--- src/rtl/sdp_y_alu_pkg.sv ---
// ---------------------------------------------------------------------------
// sdp_y_alu_pkg
// Shared constants, payload type and width helpers for the SDP Y ALU
// channel bridge and its FIFOs.
// ---------------------------------------------------------------------------
package sdp_y_alu_pkg;

  localparam int SDP_Y_ALU_DW           = 128;
  localparam int SDP_Y_ALU_BRIDGE_DEPTH = 2;

  // Channel slots inside the bridge's FIFO array
  localparam int SDP_Y_ALU_CH_IN  = 0;
  localparam int SDP_Y_ALU_CH_OP  = 1;
  localparam int SDP_Y_ALU_CH_OUT = 2;
  localparam int SDP_Y_ALU_NUM_CH = 3;

  typedef logic [SDP_Y_ALU_DW-1:0] sdp_y_alu_word_t;

  // Count must hold 0..DEPTH inclusive, hence one bit above the pointer.
  function automatic int sdp_y_alu_ptr_w(input int depth);
    return (depth > 1) ? $clog2(depth) : 1;
  endfunction

  function automatic int sdp_y_alu_cnt_w(input int depth);
    return sdp_y_alu_ptr_w(depth) + 1;
  endfunction

  // Saturating 32-bit increment for the optional performance counters
  function automatic logic [31:0] sdp_y_alu_sat_inc(input logic [31:0] v);
    return (v == 32'hFFFF_FFFF) ? v : v + 32'd1;
  endfunction

endpackage

--- src/rtl/sdp_y_alu_chn_fifo.sv ---
// ---------------------------------------------------------------------------
// sdp_y_alu_chn_fifo
// DEPTH x DW synchronous FIFO, no bypass (write visible on o_head the cycle
// after the push). DEPTH must be a power of two so pointers wrap naturally.
//
// Ports:
//   clk, rst_n   clock, async active-low reset (clears storage too, so the
//                head reads 0 out of reset)
//   i_push       write request; ignored while full
//   i_wdata      write payload
//   i_pop        read request; ignored while empty
//   o_head       entry at the read pointer
//   o_count      occupancy 0..DEPTH
//   o_full       count == DEPTH
//   o_empty      count == 0
// ---------------------------------------------------------------------------
module sdp_y_alu_chn_fifo
  import sdp_y_alu_pkg::*;
#(
  parameter  int DW    = SDP_Y_ALU_DW,
  parameter  int DEPTH = SDP_Y_ALU_BRIDGE_DEPTH,
  localparam int AW    = sdp_y_alu_ptr_w(DEPTH),
  localparam int CW    = sdp_y_alu_cnt_w(DEPTH)
) (
  input  logic          clk,
  input  logic          rst_n,
  input  logic          i_push,
  input  logic [DW-1:0] i_wdata,
  input  logic          i_pop,
  output logic [DW-1:0] o_head,
  output logic [CW-1:0] o_count,
  output logic          o_full,
  output logic          o_empty
);

  localparam logic [CW-1:0] FULL_CNT = CW'(DEPTH);

  logic [DW-1:0] r_mem [DEPTH];
  logic [AW-1:0] r_wptr;
  logic [AW-1:0] r_rptr;
  logic [CW-1:0] r_count;
  logic          w_push;
  logic          w_pop;

  assign o_full  = (r_count == FULL_CNT);
  assign o_empty = (r_count == '0);
  assign o_count = r_count;
  assign o_head  = r_mem[r_rptr];

  // Guard internally as well so a stray request can never corrupt state
  assign w_push = i_push && !o_full;
  assign w_pop  = i_pop  && !o_empty;

  always_ff @(posedge clk or negedge rst_n) begin
    if (!rst_n) begin
      r_wptr  <= '0;
      r_rptr  <= '0;
      r_count <= '0;
      for (int i = 0; i < DEPTH; i++) r_mem[i] <= '0;
    end else begin
      if (w_push) begin
        r_mem[r_wptr] <= i_wdata;
        r_wptr        <= r_wptr + AW'(1);
      end
      if (w_pop) r_rptr <= r_rptr + AW'(1);
      case ({w_push, w_pop})
        2'b10:   r_count <= r_count + CW'(1);
        2'b01:   r_count <= r_count - CW'(1);
        default: r_count <= r_count;
      endcase
    end
  end

endmodule

--- src/rtl/sdp_y_alu_chn_bridge.sv ---
// ---------------------------------------------------------------------------
// sdp_y_alu_chn_bridge
// Channel-side partner of the SDP Y ALU core. Converts upstream pvld/prdy
// streams into the core's wait-handshake inputs (chn_alu_in, chn_alu_op)
// and drains the core's output channel into a downstream pvld/prdy stream.
// Each channel has its own DEPTH-entry FIFO; no cross-channel pairing.
//
// Ports:
//   nvdla_core_clk / nvdla_core_rstn   clock, async active-low reset
//   up_in_*  / up_op_*                 upstream pvld/prdy/pd streams
//   chn_alu_in_rsc_* / chn_alu_op_rsc_* z=FIFO head, vz=non-empty, lz=consume
//   chn_alu_out_rsc_*                  z=core result, vz=space, lz=result valid
//   dn_out_*                           downstream pvld/prdy/pd stream
//   bridge_idle                        registered "all FIFOs empty"
//
// Optional: define SDP_Y_ALU_BRIDGE_PERF_EN to add saturating 32-bit
// counters perf_in_cnt, perf_op_cnt, perf_out_cnt (core-side transfers)
// and perf_stall_cnt (cycles where the core offers a result with no space).
// ---------------------------------------------------------------------------
module sdp_y_alu_chn_bridge
  import sdp_y_alu_pkg::*;
#(
  parameter int DW    = SDP_Y_ALU_DW,
  parameter int DEPTH = SDP_Y_ALU_BRIDGE_DEPTH
) (
  input  logic          nvdla_core_clk,
  input  logic          nvdla_core_rstn,
  input  logic          up_in_pvld,
  output logic          up_in_prdy,
  input  logic [DW-1:0] up_in_pd,
  input  logic          up_op_pvld,
  output logic          up_op_prdy,
  input  logic [DW-1:0] up_op_pd,
  output logic [DW-1:0] chn_alu_in_rsc_z,
  output logic          chn_alu_in_rsc_vz,
  input  logic          chn_alu_in_rsc_lz,
  output logic [DW-1:0] chn_alu_op_rsc_z,
  output logic          chn_alu_op_rsc_vz,
  input  logic          chn_alu_op_rsc_lz,
  input  logic [DW-1:0] chn_alu_out_rsc_z,
  output logic          chn_alu_out_rsc_vz,
  input  logic          chn_alu_out_rsc_lz,
  output logic          dn_out_pvld,
  input  logic          dn_out_prdy,
  output logic [DW-1:0] dn_out_pd,
  output logic          bridge_idle
`ifdef SDP_Y_ALU_BRIDGE_PERF_EN
  ,
  output logic [31:0]   perf_in_cnt,
  output logic [31:0]   perf_op_cnt,
  output logic [31:0]   perf_out_cnt,
  output logic [31:0]   perf_stall_cnt
`endif
);

  localparam int NCH = SDP_Y_ALU_NUM_CH;
  localparam int CW  = sdp_y_alu_cnt_w(DEPTH);

  logic [NCH-1:0]         w_push;
  logic [NCH-1:0]         w_pop;
  logic [NCH-1:0][DW-1:0] w_wdata;
  logic [NCH-1:0][DW-1:0] w_head;
  logic [NCH-1:0][CW-1:0] w_count;
  logic [NCH-1:0]         w_full;
  logic [NCH-1:0]         w_empty;
  logic                   r_idle;

  // Ready/space come straight from registered FIFO state, so there is no
  // combinational path from any lz pulse back to prdy/vz.
  assign up_in_prdy         = !w_full[SDP_Y_ALU_CH_IN];
  assign up_op_prdy         = !w_full[SDP_Y_ALU_CH_OP];
  assign chn_alu_out_rsc_vz = !w_full[SDP_Y_ALU_CH_OUT];

  assign chn_alu_in_rsc_vz  = !w_empty[SDP_Y_ALU_CH_IN];
  assign chn_alu_op_rsc_vz  = !w_empty[SDP_Y_ALU_CH_OP];
  assign dn_out_pvld        = !w_empty[SDP_Y_ALU_CH_OUT];

  assign chn_alu_in_rsc_z   = w_head[SDP_Y_ALU_CH_IN];
  assign chn_alu_op_rsc_z   = w_head[SDP_Y_ALU_CH_OP];
  assign dn_out_pd          = w_head[SDP_Y_ALU_CH_OUT];

  // Push/pop qualification; lz while empty (or full, on the out side) is a no-op
  assign w_push[SDP_Y_ALU_CH_IN]  = up_in_pvld && !w_full[SDP_Y_ALU_CH_IN];
  assign w_pop[SDP_Y_ALU_CH_IN]   = chn_alu_in_rsc_lz && !w_empty[SDP_Y_ALU_CH_IN];
  assign w_wdata[SDP_Y_ALU_CH_IN] = up_in_pd;

  assign w_push[SDP_Y_ALU_CH_OP]  = up_op_pvld && !w_full[SDP_Y_ALU_CH_OP];
  assign w_pop[SDP_Y_ALU_CH_OP]   = chn_alu_op_rsc_lz && !w_empty[SDP_Y_ALU_CH_OP];
  assign w_wdata[SDP_Y_ALU_CH_OP] = up_op_pd;

  assign w_push[SDP_Y_ALU_CH_OUT]  = chn_alu_out_rsc_lz && !w_full[SDP_Y_ALU_CH_OUT];
  assign w_pop[SDP_Y_ALU_CH_OUT]   = dn_out_prdy && !w_empty[SDP_Y_ALU_CH_OUT];
  assign w_wdata[SDP_Y_ALU_CH_OUT] = chn_alu_out_rsc_z;

  for (genvar g = 0; g < NCH; g++) begin : g_ch
    sdp_y_alu_chn_fifo #(
      .DW    (DW),
      .DEPTH (DEPTH)
    ) u_fifo (
      .clk     (nvdla_core_clk),
      .rst_n   (nvdla_core_rstn),
      .i_push  (w_push[g]),
      .i_wdata (w_wdata[g]),
      .i_pop   (w_pop[g]),
      .o_head  (w_head[g]),
      .o_count (w_count[g]),
      .o_full  (w_full[g]),
      .o_empty (w_empty[g])
    );
  end

  // Idle lags the counts by one cycle
  always_ff @(posedge nvdla_core_clk or negedge nvdla_core_rstn) begin
    if (!nvdla_core_rstn) r_idle <= 1'b1;
    else                  r_idle <= (w_count == '0);
  end

  assign bridge_idle = r_idle;

`ifdef SDP_Y_ALU_BRIDGE_PERF_EN
  logic [31:0] r_perf_in;
  logic [31:0] r_perf_op;
  logic [31:0] r_perf_out;
  logic [31:0] r_perf_stall;

  always_ff @(posedge nvdla_core_clk or negedge nvdla_core_rstn) begin
    if (!nvdla_core_rstn) begin
      r_perf_in    <= '0;
      r_perf_op    <= '0;
      r_perf_out   <= '0;
      r_perf_stall <= '0;
    end else begin
      if (w_pop[SDP_Y_ALU_CH_IN])   r_perf_in  <= sdp_y_alu_sat_inc(r_perf_in);
      if (w_pop[SDP_Y_ALU_CH_OP])   r_perf_op  <= sdp_y_alu_sat_inc(r_perf_op);
      if (w_push[SDP_Y_ALU_CH_OUT]) r_perf_out <= sdp_y_alu_sat_inc(r_perf_out);
      if (chn_alu_out_rsc_lz && w_full[SDP_Y_ALU_CH_OUT])
        r_perf_stall <= sdp_y_alu_sat_inc(r_perf_stall);
    end
  end

  assign perf_in_cnt    = r_perf_in;
  assign perf_op_cnt    = r_perf_op;
  assign perf_out_cnt   = r_perf_out;
  assign perf_stall_cnt = r_perf_stall;
`endif

endmodule

--- config.mk ---
export PLATFORM = sky130hd
export DESIGN_NAME = sdp_y_alu_chn_bridge
export DESIGN_NICKNAME = d
export VERILOG_FILES = /design/src/rtl/sdp_y_alu_pkg.sv /design/src/rtl/sdp_y_alu_chn_fifo.sv /design/src/rtl/sdp_y_alu_chn_bridge.sv
export SDC_FILE = /design/constraint.sdc
export NUM_CORES = 1
export LEC_CHECK = 0
export BUFFER_PORTS_ARGS = -buffer_cell sky130_fd_sc_hd__buf_2
export CAP_MARGIN = 40
export CORE_AREA = 2 2 303 305
export DETAILED_ROUTE_END_ITERATION = 7
export DIE_AREA = 0 0 305 307
export HOLD_SLACK_MARGIN = 0.03
export PLACE_DENSITY_LB_ADDON = 0.15
export SLEW_MARGIN = 20
export SYNTH_ARGS = -nofsm -noshare
export SYNTH_HDL_FRONTEND = slang
export SYNTH_HIERARCHICAL = 1
export SYNTH_SLANG_ARGS = --single-unit
--- constraint.sdc ---
create_clock -name nvdla_core_clk -period 3.1 [get_ports nvdla_core_clk]
set_clock_uncertainty 0.05 [all_clocks]
set_input_delay 0.155 -clock nvdla_core_clk [delete_from_list [all_inputs] [get_ports nvdla_core_clk]]
set_output_delay 0.155 -clock nvdla_core_clk [all_outputs]
set_load 0.01 [all_outputs]
==> results.txt <==
pins over their slew limit = 0
Synth Net Count = 2,510
Crit path required time = 2.89 ns
status = complete, no violations
gpl congestion = 0.7901
total global routing overflow = 0
Syn Area/Cell = 16.74 um2
largest net degree at the start of global routing = 91
switching pwr = 17.92 mW
Via density = 4.812
Worst slew margin = 37.19%
metal3 WL = 5864 um
core area = 0.09069 mm2
max-capacitance violation count = 0
DRT met1 WL = 37,390 um
fin nets = 3,708
wire length on met2 = 47,920 um
reg2reg path depth = 6
gr usage total = 19.96%
CTS tree = yes
P&R area growth vs syn = 33.79%
Root Driver = clkbuf_16
layout cells sized above 1 = 62.37%
Worst Path Max Fanout = 38
initial antenna violation count = 13
crit-path max cell delay = 0.82 ns
1st-iter DRT viols = 812
worst slack, placed = 0.7526 ns
Syn Inst Count = 2,115
Gate power share = 46.2%
Reg clk slew, reported paths = 0.06 ns
Slew @ Worst Pin = 0.9422 ns
endpoints failing hold = 0
Total Neg Setup Slack = 0 ns
P_int = 36.19 mW
worst path cell trace = buf_4 > mux2_2 > buf_2
vias in the first global route = 25,090
Yosys cell types = 24
clk_lat worst skew = 0.64 ns
Worst Setup End Kind = output port
Die Width = 305 um
commonest non-fill, non-tap cell in the layout = mux2_2
Initial Util = 39.03%
Die Y = 307 um
1st-pass router iterations = 6
Peak supply drop = 0.6430 mV
fill cell count = 7,635
Sw Share = 33.11%
Yosys top cell by area = dfrtp_1
Seq/Total Area, Yosys = 55.22%
top cell type's share of synthesized area = 55.15%
YS warnings = 6
row cnt = 111
drt wl/cell = 20.67 um
Max Fclk = 0.3895 GHz
top area cells in the synthesized netlist = dfrtp_1, mux2_2, mux2_4, buf_12, mux2_1
power per cell area = 1143 mW/mm2
die area = 0.09364 mm2
final setup vio count = 0
Data arrival, critical path = 2.36 ns
worst hold path type = primary input to asynchronous set/reset pin
Startpoint Class = register
DP Wirelength = 65,860 um
Period minus WS final = 2.568 ns
drt total wl = 94,720 um
RSZ-0062 raised after global routing = false
H-tree levels = 3
Seq pwr share = 34.0%
WS Path Type = register to output port
Leak = 21.58 nW
Clock Power Share = 19.8%
Boundary Pins = 783
antenna-violating nets left = 0
Vias = 22,050
DR top layer = met5
Num CTS Buffers = 89
fin crit share = 82.83%
first-pass GRT wire length = 147,300 um
CTS max path bufs = 3
FF+latch count, synth = 781
critical path's slowest cell = dfrtp_4
number of remaining DRC errors = 0
Final WS setup = 0.5323 ns
setup bufs post-CTS = 0
highest-count cells in the layout ignoring fill and taps = mux2_2, buf_2, dfrtp_1, dlygate4sd3_1, mux2_4
IO buf count = 782
Synth Cell Area = 0.03540 mm2
Clock Sinks = 781
## final timing paths
check | from | endpoint | slack, ns
hold / removal | nvdla_core_rstn | g_ch[1].u_fifo/r_mem[55] | 0.12
max in group asynchronous | nvdla_core_rstn | g_ch[1].u_fifo/r_mem[241] | 1.86
setup / recovery | g_ch[2].u_fifo/r_rptr | dn_out_pd[123] | 0.53
min in group nvdla_core_clk | up_op_pd[87] | g_ch[1].u_fifo/r_mem[215] | 0.23
hold reg to reg | g_ch[0].u_fifo/r_mem[217] | g_ch[0].u_fifo/r_mem[217] | 0.43
setup reg to reg | g_ch[0].u_fifo/o_count[0] | g_ch[0].u_fifo/r_mem[10] | 0.73
## registers in the layout, indices dropped and copies added (netlist names)
name	count
bridge_idle	1
g_ch.u_fifo/o_count	6
g_ch.u_fifo/r_mem	768
g_ch.u_fifo/r_wptr	3
g_ch.u_fifo/r_rptr	3
## cells in the mapped netlist
cell,count
and3_2,3
buf_12,33
buf_2,33
buf_4,36
buf_6,12
buf_8,3
clkbuf_1,9
dfrtp_1,780
dfstp_2,1
ha_1,3
inv_1,6
inv_4,3
mux2_1,45
mux2_2,807
mux2_4,300
nand2_1,3
nand2b_4,3
nor2_1,6
nor2b_1,9
nor3_2,1
nor3b_4,3
or4_4,1
xnor2_1,9
xor2_1,6
## power groups by stage
stage / Sequential (mW) / Clock [mW] / Combinational [mW]
global route: 19.1 / 11.5 / 26.7
finish: 18.4 / 10.7 / 25.0
detailed placement: 18.5 / 0 / 24.9
global placement: 18.1 / 0 / 24.4
floorplan: 17.4 / 0 / 17.9
CTS: 18.4 / 11.1 / 25.4
## per-layer routing
layer | track usage [%] | up-vias
met5 | 0 | -
met4 | 8.450 | 6
met3 | 5.520 | 185
met2 | 34.69 | 603
met1 | 23.11 | 11290
li1 | - | 9969
## logic make-up after synthesis
| group | count (synthesis) | synth area share [%] |
|---|---|---|
| fa+ha+maj | 3 | 0.1061 |
| simple gates | 29 | 0.6539 |
| xor+xnor | 15 | 0.3712 |
| buf+inv | 135 | 3.818 |
| flops | 781 | 55.22 |
| mux | 1152 | 39.83 |
## worst max-delay path: cells and delay by family, from the launching register on
family   cells  cell delay [ns]
buf+inv      2             0.50
mux          1             0.37
flops        1             0.82
## area by class of cell
cell class | count | area, um2 | share of cell area [%]
timing repair buffer | 1233 | 8713 | 18.40
multi-input combinational | 1199 | 14510 | 30.64
antenna | 10 | 25.02 | 0.05284
clock buffer | 133 | 2710 | 5.723
sequential | 781 | 19560 | 41.30
inverter | 9 | 41.29 | 0.08719
tap | 1186 | 1484 | 3.133
clock inverter | 31 | 316.6 | 0.6684
## per-stage QoR
stage	power [mW]	cells	instance area, um2	util [%]	hold slack, ns
after global placement	42.56	4017	40390	44.54	0.2412
after CTS	54.87	4572	47330	52.19	0.1337
after global routing	57.28	4581	47350	52.22	0.1739
final	54.11	4582	47360	52.22	0.1196
after detailed placement	43.31	4017	40390	44.54	0.2441
after floorplan	35.26	2115	35400	-	-0.1906
## what timing repair did
action / 4_1_cts / 5_1_grt
endpoints found under the setup margin: 0 / 0
hold endpoints to repair: 839 / 0
gates resized for setup: 0 / 0
hold buffers: 391 / 0
Power figures use the tool's default switching activity.
